===== src/rtl/muldiv_if.sv =====
`default_nettype none
// ============================================================================
// Module   : muldiv_if
// Purpose  : EX-stage request / HI-LO result bundle for muldiv_unit.
// Revision : 1.0
// ============================================================================
interface muldiv_if #(
    parameter int WIDTH = 32
);
    logic             start;
    logic [2:0]       op;
    logic [WIDTH-1:0] src_a;
    logic [WIDTH-1:0] src_b;
    logic             flush;
    logic             busy;
    logic             done;
    logic [WIDTH-1:0] hi;
    logic [WIDTH-1:0] lo;

    modport master (
        output start, op, src_a, src_b, flush,
        input  busy, done, hi, lo
    );

    modport slave (
        input  start, op, src_a, src_b, flush,
        output busy, done, hi, lo
    );
endinterface
`default_nettype wire


===== src/rtl/muldiv_unit.sv =====
`default_nettype none
// ============================================================================
// Module   : muldiv_unit
// Purpose  : HI/LO multiply/divide unit; radix-2 shift-add multiply and
//            restoring divide on magnitudes with a final sign-fix cycle.
// Revision : 1.0
// ============================================================================
module muldiv_unit #(
    parameter int WIDTH    = 32,
    parameter bit FAST_MUL = 1'b0
) (
    input  wire logic clk,
    input  wire logic rst,
    muldiv_if.slave   bus
);

    localparam int                 c_CNT_W = $clog2(WIDTH);
    localparam logic [c_CNT_W-1:0] c_LAST  = c_CNT_W'(WIDTH - 1);

    typedef enum logic [1:0] {
        S_IDLE = 2'd0,
        S_CALC = 2'd1,
        S_FIX  = 2'd2
    } state_t;

    state_t             r_state;
    state_t             w_state_nxt;
    logic [c_CNT_W-1:0] r_cnt;
    logic [WIDTH-1:0]   r_hi_p;
    logic [WIDTH-1:0]   r_lo_p;
    logic [WIDTH-1:0]   r_opd;
    logic               r_is_div;
    logic               r_neg_q;
    logic               r_neg_r;
    logic               r_dz;
    logic               r_busy;
    logic               r_done;
    logic [WIDTH-1:0]   r_hi;
    logic [WIDTH-1:0]   r_lo;

    logic               w_is_mul;
    logic               w_is_div;
    logic               w_signed;
    logic               w_accept;
    logic               w_launch;
    logic               w_fast;
    logic               w_mthi;
    logic               w_mtlo;
    logic               w_fix_wr;
    logic               w_a_neg;
    logic               w_b_neg;
    logic [WIDTH-1:0]   w_a_mag;
    logic [WIDTH-1:0]   w_b_mag;
    logic [WIDTH:0]     w_sum;
    logic [WIDTH:0]     w_shift;
    logic               w_ge;
    logic [WIDTH-1:0]   w_diff;
    logic [2*WIDTH-1:0] w_prod_mag;
    logic [2*WIDTH-1:0] w_prod;
    logic [WIDTH-1:0]   w_quo;
    logic [WIDTH-1:0]   w_rem;
    logic [2*WIDTH-1:0] w_fast_prod;

    assign w_is_mul = (bus.op[2:1] == 2'b00);
    assign w_is_div = (bus.op[2:1] == 2'b01);
    assign w_signed = ~bus.op[0];
    assign w_accept = (r_state == S_IDLE) && bus.start && !bus.flush;
    assign w_mthi   = w_accept && (bus.op == 3'b100);
    assign w_mtlo   = w_accept && (bus.op == 3'b101);
    assign w_fast   = w_accept && w_is_mul && FAST_MUL;
    assign w_launch = w_accept && (w_is_div || (w_is_mul && !FAST_MUL));

    assign w_a_neg  = w_signed && bus.src_a[WIDTH-1];
    assign w_b_neg  = w_signed && bus.src_b[WIDTH-1];
    assign w_a_mag  = w_a_neg ? (~bus.src_a + 1'b1) : bus.src_a;
    assign w_b_mag  = w_b_neg ? (~bus.src_b + 1'b1) : bus.src_b;

    // Multiply: r_hi_p accumulates, r_lo_p holds the multiplier shifting out.
    assign w_sum    = {1'b0, r_hi_p} + (r_lo_p[0] ? {1'b0, r_opd} : '0);
    // Divide: r_hi_p is the partial remainder, r_lo_p dividend/quotient.
    assign w_shift  = {r_hi_p, r_lo_p[WIDTH-1]};
    assign w_ge     = (w_shift >= {1'b0, r_opd});
    assign w_diff   = w_shift[WIDTH-1:0] - r_opd;

    assign w_prod_mag = {r_hi_p, r_lo_p};
    assign w_prod     = r_neg_q ? (~w_prod_mag + 1'b1) : w_prod_mag;
    assign w_quo      = r_dz ? '1 : (r_neg_q ? (~r_lo_p + 1'b1) : r_lo_p);
    assign w_rem      = r_neg_r ? (~r_hi_p + 1'b1) : r_hi_p;

    generate
        if (FAST_MUL) begin : g_fast_mul
            logic [2*WIDTH-1:0] w_ext_a;
            logic [2*WIDTH-1:0] w_ext_b;
            assign w_ext_a     = {{WIDTH{w_signed && bus.src_a[WIDTH-1]}}, bus.src_a};
            assign w_ext_b     = {{WIDTH{w_signed && bus.src_b[WIDTH-1]}}, bus.src_b};
            assign w_fast_prod = w_ext_a * w_ext_b;
        end else begin : g_iter_mul
            assign w_fast_prod = '0;
        end
    endgenerate

    always_comb begin
        w_state_nxt = r_state;
        w_fix_wr    = 1'b0;
        case (r_state)
            S_IDLE: begin
                if (w_launch) begin
                    w_state_nxt = S_CALC;
                end
            end
            S_CALC: begin
                if (bus.flush) begin
                    w_state_nxt = S_IDLE;
                end else if (r_cnt == c_LAST) begin
                    w_state_nxt = S_FIX;
                end
            end
            S_FIX: begin
                w_state_nxt = S_IDLE;
                w_fix_wr    = !bus.flush;
            end
            default: begin
                w_state_nxt = S_IDLE;
            end
        endcase
    end

    always_ff @(posedge clk or posedge rst) begin
        if (rst) begin
            r_state <= S_IDLE;
        end else begin
            r_state <= w_state_nxt;
        end
    end

    always_ff @(posedge clk or posedge rst) begin
        if (rst) begin
            r_cnt    <= '0;
            r_hi_p   <= '0;
            r_lo_p   <= '0;
            r_opd    <= '0;
            r_is_div <= 1'b0;
            r_neg_q  <= 1'b0;
            r_neg_r  <= 1'b0;
            r_dz     <= 1'b0;
            r_busy   <= 1'b0;
            r_done   <= 1'b0;
            r_hi     <= '0;
            r_lo     <= '0;
        end else begin
            r_busy <= (w_state_nxt != S_IDLE);
            r_done <= w_fast || w_fix_wr;

            if (w_launch) begin
                r_cnt    <= '0;
                r_hi_p   <= '0;
                r_lo_p   <= w_is_div ? w_a_mag : w_b_mag;
                r_opd    <= w_is_div ? w_b_mag : w_a_mag;
                r_is_div <= w_is_div;
                r_neg_q  <= w_a_neg ^ w_b_neg;
                r_neg_r  <= w_a_neg;
                r_dz     <= (bus.src_b == '0);
            end else if (r_state == S_CALC) begin
                r_cnt <= r_cnt + 1'b1;
                if (r_is_div) begin
                    r_hi_p <= w_ge ? w_diff : w_shift[WIDTH-1:0];
                    r_lo_p <= {r_lo_p[WIDTH-2:0], w_ge};
                end else begin
                    r_hi_p <= w_sum[WIDTH:1];
                    r_lo_p <= {w_sum[0], r_lo_p[WIDTH-1:1]};
                end
            end

            if (w_mthi) begin
                r_hi <= bus.src_a;
            end else if (w_mtlo) begin
                r_lo <= bus.src_a;
            end else if (w_fast) begin
                {r_hi, r_lo} <= w_fast_prod;
            end else if (w_fix_wr) begin
                if (r_is_div) begin
                    r_hi <= w_rem;
                    r_lo <= w_quo;
                end else begin
                    {r_hi, r_lo} <= w_prod;
                end
            end
        end
    end

    assign bus.busy = r_busy;
    assign bus.done = r_done;
    assign bus.hi   = r_hi;
    assign bus.lo   = r_lo;

endmodule
`default_nettype wire


===== src/flat_wrapper.sv =====
// flat-port wrapper written by rule: the top's interface ports become plain ports
module muldiv_unit_flat 
#(
    parameter int WIDTH    = 32,
    parameter bit FAST_MUL = 1'b0
)
  (clk, rst, bus_start, bus_op, bus_src_a, bus_src_b, bus_flush, bus_busy, bus_done, bus_hi, bus_lo);
  muldiv_if #(.WIDTH(WIDTH)) bus_i ();
  input  wire logic clk;
  input  wire logic rst;
  input wire logic [$bits(bus_i.start)-1:0] bus_start;
  input wire logic [$bits(bus_i.op)-1:0] bus_op;
  input wire logic [$bits(bus_i.src_a)-1:0] bus_src_a;
  input wire logic [$bits(bus_i.src_b)-1:0] bus_src_b;
  input wire logic [$bits(bus_i.flush)-1:0] bus_flush;
  output wire logic [$bits(bus_i.busy)-1:0] bus_busy;
  output wire logic [$bits(bus_i.done)-1:0] bus_done;
  output wire logic [$bits(bus_i.hi)-1:0] bus_hi;
  output wire logic [$bits(bus_i.lo)-1:0] bus_lo;
  assign bus_i.start = bus_start;
  assign bus_i.op = bus_op;
  assign bus_i.src_a = bus_src_a;
  assign bus_i.src_b = bus_src_b;
  assign bus_i.flush = bus_flush;
  assign bus_busy = bus_i.busy;
  assign bus_done = bus_i.done;
  assign bus_hi = bus_i.hi;
  assign bus_lo = bus_i.lo;
  muldiv_unit #(.WIDTH(WIDTH), .FAST_MUL(FAST_MUL)) u_core (.clk(clk), .rst(rst), .bus(bus_i));
endmodule

===== config.mk =====
export PLATFORM = sky130hd
export DESIGN_NAME = muldiv_unit_flat
export DESIGN_NICKNAME = d
export VERILOG_FILES = /design/src/rtl/muldiv_if.sv /design/src/rtl/muldiv_unit.sv /design/src/flat_wrapper.sv
export SDC_FILE = /design/constraint.sdc
export NUM_CORES = 1
export LEC_CHECK = 0
export CAP_MARGIN = 15
export CORE_ASPECT_RATIO = 0.9
export CORE_MARGIN = 2
export CORE_UTILIZATION = 40
export DETAILED_ROUTE_END_ITERATION = 8
export GPL_ROUTABILITY_DRIVEN = 0
export PLACE_DENSITY = 0.68
export SLEW_MARGIN = 0
export SYNTH_ARGS = -nofsm -noshare
export SYNTH_HDL_FRONTEND = slang
export SYNTH_SLANG_ARGS = --single-unit

===== constraint.sdc =====
create_clock -name clk -period 6.1 [get_ports clk]
set_input_delay 0.61 -clock clk [delete_from_list [all_inputs] [get_ports clk]]
set_output_delay 0.61 -clock clk [all_outputs]
set_load 0.01 [all_outputs]

# == After elaboration in Yosys (flattened, before gate mapping) ==
# Cells that the tools add are included.
# classes
n_mux,30
eq_ne,7
magnitude_cmp,1
bitwise,8
add_sub_neg,8
n_reduce_logical,18
# op_table
op,n
$mux 32,22
$add 32x1->32 const B,4
$not 32->32,4
$add 64x1->64 const B,1
$mux 64,1
$not 64->64,1
$add 32x33->33,1
$ge 33x32->1,1
$logic_not 32->1,1
$sub 32x32->32,1
$mux 5,2
$reduce_bool 2->1,4
$logic_and 1x1->1,7
$eq 3x3->1 const B,2
$mux 2,3
$add 5x1->5 const B,1
$eq 5x5->1 const B,1
$eq 2x1->1 const B,2
$logic_not 2->1,2
$pmux 2 s2,1
$reduce_and 2->1,2
$eq 2x2->1 const B,1
$ne 2x1->1 const B,1
$not 1->1,2
4 further kinds,4
# word_totals
register_bits,173
elab_cells,85

# == Logic depth before layout (Yosys ltp) ==
# depth
word_depth,7
ltp_mapped,16
mapped_depth_nobuf,14

# == Least setup slack after synthesis ==
# No wires, ideal clock.
# synth_path
path_kind,flip-flop to flip-flop
start,reg u_core.r_lo_p[0]
end,"reg u_core.r_hi[26], in the netlist u_core.bus.hi[26]"
stages_incl_launch_ff,16
arrival_ns,3.403
path_buffers,3
slack_ns,2.563
required_time_ns,5.966
setup_time_ns,0.134
cell_sequence,dfrtp_1 > clkbuf_1 > inv_1 > clkbuf_1 > ha_1 > nor2b_1 > nand4_1 > or4_4 > or4_4 > o21ai_4 > and3b_1 > buf_6 > nand3_4 > nor2_1 > mux2i_1 > o21ai_1
# synth_via
elab_chain_len,7
# synth_rtl
item,line,source
"start, declared",muldiv_unit.sv:30,logic [WIDTH-1:0] r_lo_p;
"start signal, assigned",muldiv_unit.sv:157,r_lo_p <= w_is_div ? w_a_mag : w_b_mag;
"start signal, assigned",muldiv_unit.sv:167,"r_lo_p <= {r_lo_p[WIDTH-2:0], w_ge};"
"start signal, assigned",muldiv_unit.sv:170,"r_lo_p <= {w_sum[0], r_lo_p[WIDTH-1:1]};"
$not 64->64,muldiv_unit.sv:86,assign w_prod = r_neg_q ? (~w_prod_mag + 1'b1) : w_prod_mag;
$add 64x1->64,muldiv_unit.sv:86,
$mux 64,muldiv_unit.sv:86,
$mux 32,muldiv_unit.sv:181,if (r_is_div) begin
$mux 32,muldiv_unit.sv:180,end else if (w_fix_wr) begin
$mux 32,muldiv_unit.sv:176,end else if (w_mtlo) begin
$mux 32,muldiv_unit.sv:174,if (w_mthi) begin
"end signal, assigned",muldiv_unit.sv:175,r_hi <= bus.src_a;
"end signal, assigned",muldiv_unit.sv:179,"{r_hi, r_lo} <= w_fast_prod;"
"end signal, assigned",muldiv_unit.sv:182,r_hi <= w_rem;
"end, declared",muldiv_unit.sv:38,logic [WIDTH-1:0] r_hi;
# Every way passes these cells. The select of a mux whose other input is x is not followed.
# A chain may end at the register's enable or synchronous reset.

# == Worst setup path after layout ==
# layout_path
start,reg u_core.r_lo_p[0]
end,reg u_core.r_hi_p[28]
# layout_via
elab_chain_len,5
# layout_rtl
item,line,source
$mux 32,muldiv_unit.sv:79,"assign w_sum = {1'b0, r_hi_p} + (r_lo_p[0] ? {1'b0, r_opd} : '0);"
$add 32x33->33,muldiv_unit.sv:79,
$mux 32,muldiv_unit.sv:165,if (r_is_div) begin
$mux 32,muldiv_unit.sv:163,end else if (r_state == S_CALC) begin
$mux 32,muldiv_unit.sv:154,if (w_launch) begin
"end signal, assigned",muldiv_unit.sv:166,r_hi_p <= w_ge ? w_diff : w_shift[WIDTH-1:0];
"end signal, assigned",muldiv_unit.sv:169,r_hi_p <= w_sum[WIDTH:1];
"end, declared",muldiv_unit.sv:29,logic [WIDTH-1:0] r_hi_p;
# Every way passes these cells. The select of a mux whose other input is x is not followed.

==> impl_metrics.csv <==
group,metric,value,unit
outcome,outcome,"completed",
worst_setup_path,crit_arrival,4520,ps
route,vias,14922,
floorplan,coreArea,35900,sq um
synth,synth_flop_cell,"dfrtp_1",
worst_setup_path,crit_type,"reg2reg",
floorplan,io_pins,137,
route,first_pass_iters,6,
clock_tree,post_cts_buffers,0,
worst_setup_path,worstReg2RegStart,"u_core.r_lo_p[0]",
route,top_layer,"met4",
grt,antenna_found_initial,0,
worst_setup_path,required,6440,ps
synth,synthTopCellsByArea,"dfrtp_1 30%, o21ai_0 7.9%, xnor2_1 6.3%",
finish,fill_cells,3465,
pwr,pwr-share-comb,56.0,%
pwr,pwr-share-clk,15.8,%
grt,grt_overflow,0,
worst_setup_path,cp-start-kind,"flip-flop",
synth,synth_seq_cells,173,
floorplan,start_util,40.3,%
sta,fin_crit,4180,ps
pwr,p_leak,0.00694,uW
grt,first_global_vias,13415,
sta,fin_setup_tns,0,ps
clock_tree,cts.repair.resized,0,
pwr,p_sw,3500,uW
clock_tree,cts_buffer_depth,2,
sta,setup_viol,0,
route,wl_met3,5950,um
sta,worstMarginPinSlew,1090,ps
worst_setup_path,r2r_cells,14,
flow_run,maxCapViolations,0,
finish,nNetsFinal,2074,
synth,syn-num-nets,2019,
clock_tree,clk_latency,460,ps
worst_setup_path,reg2reg_setup_slack,1920,ps
floorplan,die_w,205,um
place,hpwlAfterDp,39300,um
clock_tree,numClockSinks,173,
pwr,p_int,3690,uW
hold_path,hp-class,"reg2reg",
sta,relSlewSlack,26.8,%
synth,synth.distinct_cells,68,
grt,grt_usage,27.1,%
synth,ys_seq_area_share,29.9,%
grt,grt_max_degree,112,
route,viasPerCell,6.16,
clock_tree,clock-root-buffer,"clkbuf_16",
clock_tree,clk_pin_slew,80,ps
finish,final_area,16800,sq um
pwr,sequentialPowerShare,28.2,%
clock_tree,numCtsBuffers,17,
sta,fin_worst_skew,16.9,ps
synth,postSynthCellCount,1876,
route,post_drt_wl_per_cell,21.5,um
pwr,vdd_drop_max,260,uV
sta,finalHoldWorstSlack,492,ps
place,dpl-instance-area,16200,sq um
synth,synth_top_area_share,29.9,%
clock_tree,htree_levels,4,
synth,syn_area_per_cell,7.73,sq um
finish,area_delta_synth_final,15.8,%
place,dpl.cell_count,2387,
synth,ys_warn_count,0,
route,first_iter_violations,1745,
pwr,swShare,48.7,%
worst_setup_path,critical_path.max_fanout,30,
synth,yosys.area.top_type,"dfrtp_1",
grt,grt_pass1_wl,78500,um
hold_path,min_from,"u_core.r_opd[4]",
place,numPortBuffers,136,
hold_path,holdPathStages,2,
floorplan,die_area,37800,sq um
sta,rsz0062_at_grt,"no",
route,drc,0,
hold_path,min_to,"u_core.r_opd[4]",
route,routed_wl,52000,um
floorplan,die_h,185,um
finish,drive_gt1_share,4.12,%
worst_setup_path,r2r_end,"u_core.r_hi_p[28]",
worst_setup_path,endpoint_kind,"flip-flop",
finish,final_cells,2421,
clock_tree,cts_tree,"yes",
sta,hold_viol,0,
synth,syn_area,14500,sq um
route,wl_met1,22700,um
pwr,p_per_area,428,nW/um^2
route,detail-route-antenna-nets,0,
floorplan,placementRows,66,
synth,async_flop_share,100,%
sta,finalCritPeriodShare,68.5,%
route,wl_met2,22100,um
clock_tree,postCtsHoldBufs,0,
sta,timing.fmax,239,MHz
synth,synth_edf_count,0,
sta,slew_violations,0,
==> power by group through the flow <==
| stage | Clock [uW] | Combinational [uW] | Sequential (uW) |
|---|---|---|---|
| 2_1_floorplan | 0 | 2830 | 1830 |
| 3_3_place_gp | 0 | 3830 | 2010 |
| 3_5_place_dp | 0 | 3910 | 2020 |
| 4_1_cts | 1130 | 3940 | 2000 |
| 5_1_grt | 1180 | 4390 | 2060 |
| 6_report | 1130 | 4030 | 2030 |
==> cell families after synthesis <==
group | count (synthesis) | share of synthesized area [%]
AOI/OAI and AO/OA | 666 | 27.6
adders and majority gates | 72 | 6.32
buffers and inverters | 191 | 5.08
and+or+nand+nor | 554 | 17.4
muxes | 50 | 3.46
xor gates and xnor gates | 170 | 10.3
DFF | 173 | 29.9
==> routing by layer <==
metal / GRT usage, % / up-vias
met4: 7.86 / 0
met2: 40.5 / 845
met5: 0 / -
met3: 5.55 / 89
li1: - / 6846
met1: 39.3 / 7142
==> state kept, by name, summed over array words and instances (netlist names) <==
name,flops
u_core.bus.hi,32
u_core.bus.lo,32
u_core.r_hi_p,32
u_core.r_lo_p,32
u_core.r_opd,32
u_core.r_cnt,5
u_core.r_state,2
u_core.bus.busy,1
u_core.bus.done,1
u_core.r_dz,1
u_core.r_is_div,1
u_core.r_neg_q,1
u_core.r_neg_r,1
==> through the flow <==
| stage | utilization, % | total power [uW] | setup WS, ps |
|---|---|---|---|
| 2_1_floorplan | - | 4660 | 802 |
| 3_3_place_gp | 45.0 | 5840 | 1880 |
| 3_5_place_dp | 45.0 | 5930 | 1710 |
| 4_1_cts | 46.7 | 7070 | 1980 |
| 5_1_grt | 46.7 | 7630 | 1750 |
| 6_report | 46.7 | 7190 | 1920 |
==> area by class of cell <==
type / count / area (sq um) / area share [%]
clock buffer: 17 / 425 / 2.53
clock inverter: 15 / 171 / 1.02
multi-input combinational: 1512 / 9470 / 56.4
sequential: 173 / 4330 / 25.8
antenna: 1 / 2.50 / 0.0149
timing repair buffer: 158 / 1530 / 9.12
tap: 476 / 596 / 3.55
inverter: 69 / 264 / 1.57
==> placed cells by master (no fill, tap or decap), types with 27 or more instances in the layout <==
| cell type | instances |
|---|---|
| nor3_1 | 32 |
| clkdlybuf4s50_1 | 135 |
| a21oi_1 | 180 |
| nand2_1 | 197 |
| xor2_1 | 65 |
| o21ai_0 | 229 |
| xnor2_1 | 105 |
| inv_1 | 67 |
| mux2i_1 | 49 |
| nor2_1 | 175 |
| o211ai_1 | 50 |
| ha_1 | 70 |
| dfrtp_1 | 172 |
| a22oi_1 | 34 |
| a21o_1 | 27 |
==> worst max-delay path: stages, from the launching register on <==
cell and delay (ps):
dfrtp_1 490, inv_1 200, buf_4 380, nor2_1 100, ha_1 410, nand3_1 110
o211ai_1 240, a21oi_1 120, a21oi_1 280, o21ai_0 300, o31a_1 480, o311ai_0 590
nand3_1 140, o31ai_1 90, a21oi_1 100
==> worst max-delay path by stage <==
| stage | from | end | slack (ps) | cells after the start |
|---|---|---|---|---|
| 6_report | u_core.r_lo_p[0] | u_core.r_hi_p[28] | 1920 | 14 |
| 5_1_grt | u_core.r_lo_p[0] | u_core.r_hi_p[29] | 1750 | 14 |
| 4_1_cts | u_core.r_lo_p[0] | u_core.r_hi_p[28] | 1980 | 14 |
| 3_5_place_dp | bus_flush | u_core.bus.lo[8] | 1710 | 9 |
| 3_3_place_gp | bus_flush | u_core.bus.lo[17] | 1880 | 9 |
| 2_1_floorplan | rst | u_core.bus.busy | 800 | 1 |
==> Yosys cell counts, types with 7 or more instances <==
cell type / instances
a211oi_1: 10
a21o_1: 27
a21oi_1: 180
a22oi_1: 34
a31oi_1: 23
and3_1: 9
buf_1: 8
clkbuf_1: 110
dfrtp_1: 173
ha_1: 70
inv_1: 68
mux2i_1: 49
nand2_1: 198
nand2b_1: 17
nand3_1: 26
nand4_1: 15
nor2_1: 178
nor2b_1: 13
nor3_1: 32
nor3b_1: 7
nor4_1: 15
o211ai_1: 50
o21a_1: 7
o21ai_0: 229
o21bai_1: 8
o22ai_1: 21
o31ai_1: 26
or3_1: 10
or4_1: 9
xnor2_1: 105
xor2_1: 65
No activity file was read; power rests on OpenSTA's default activity.
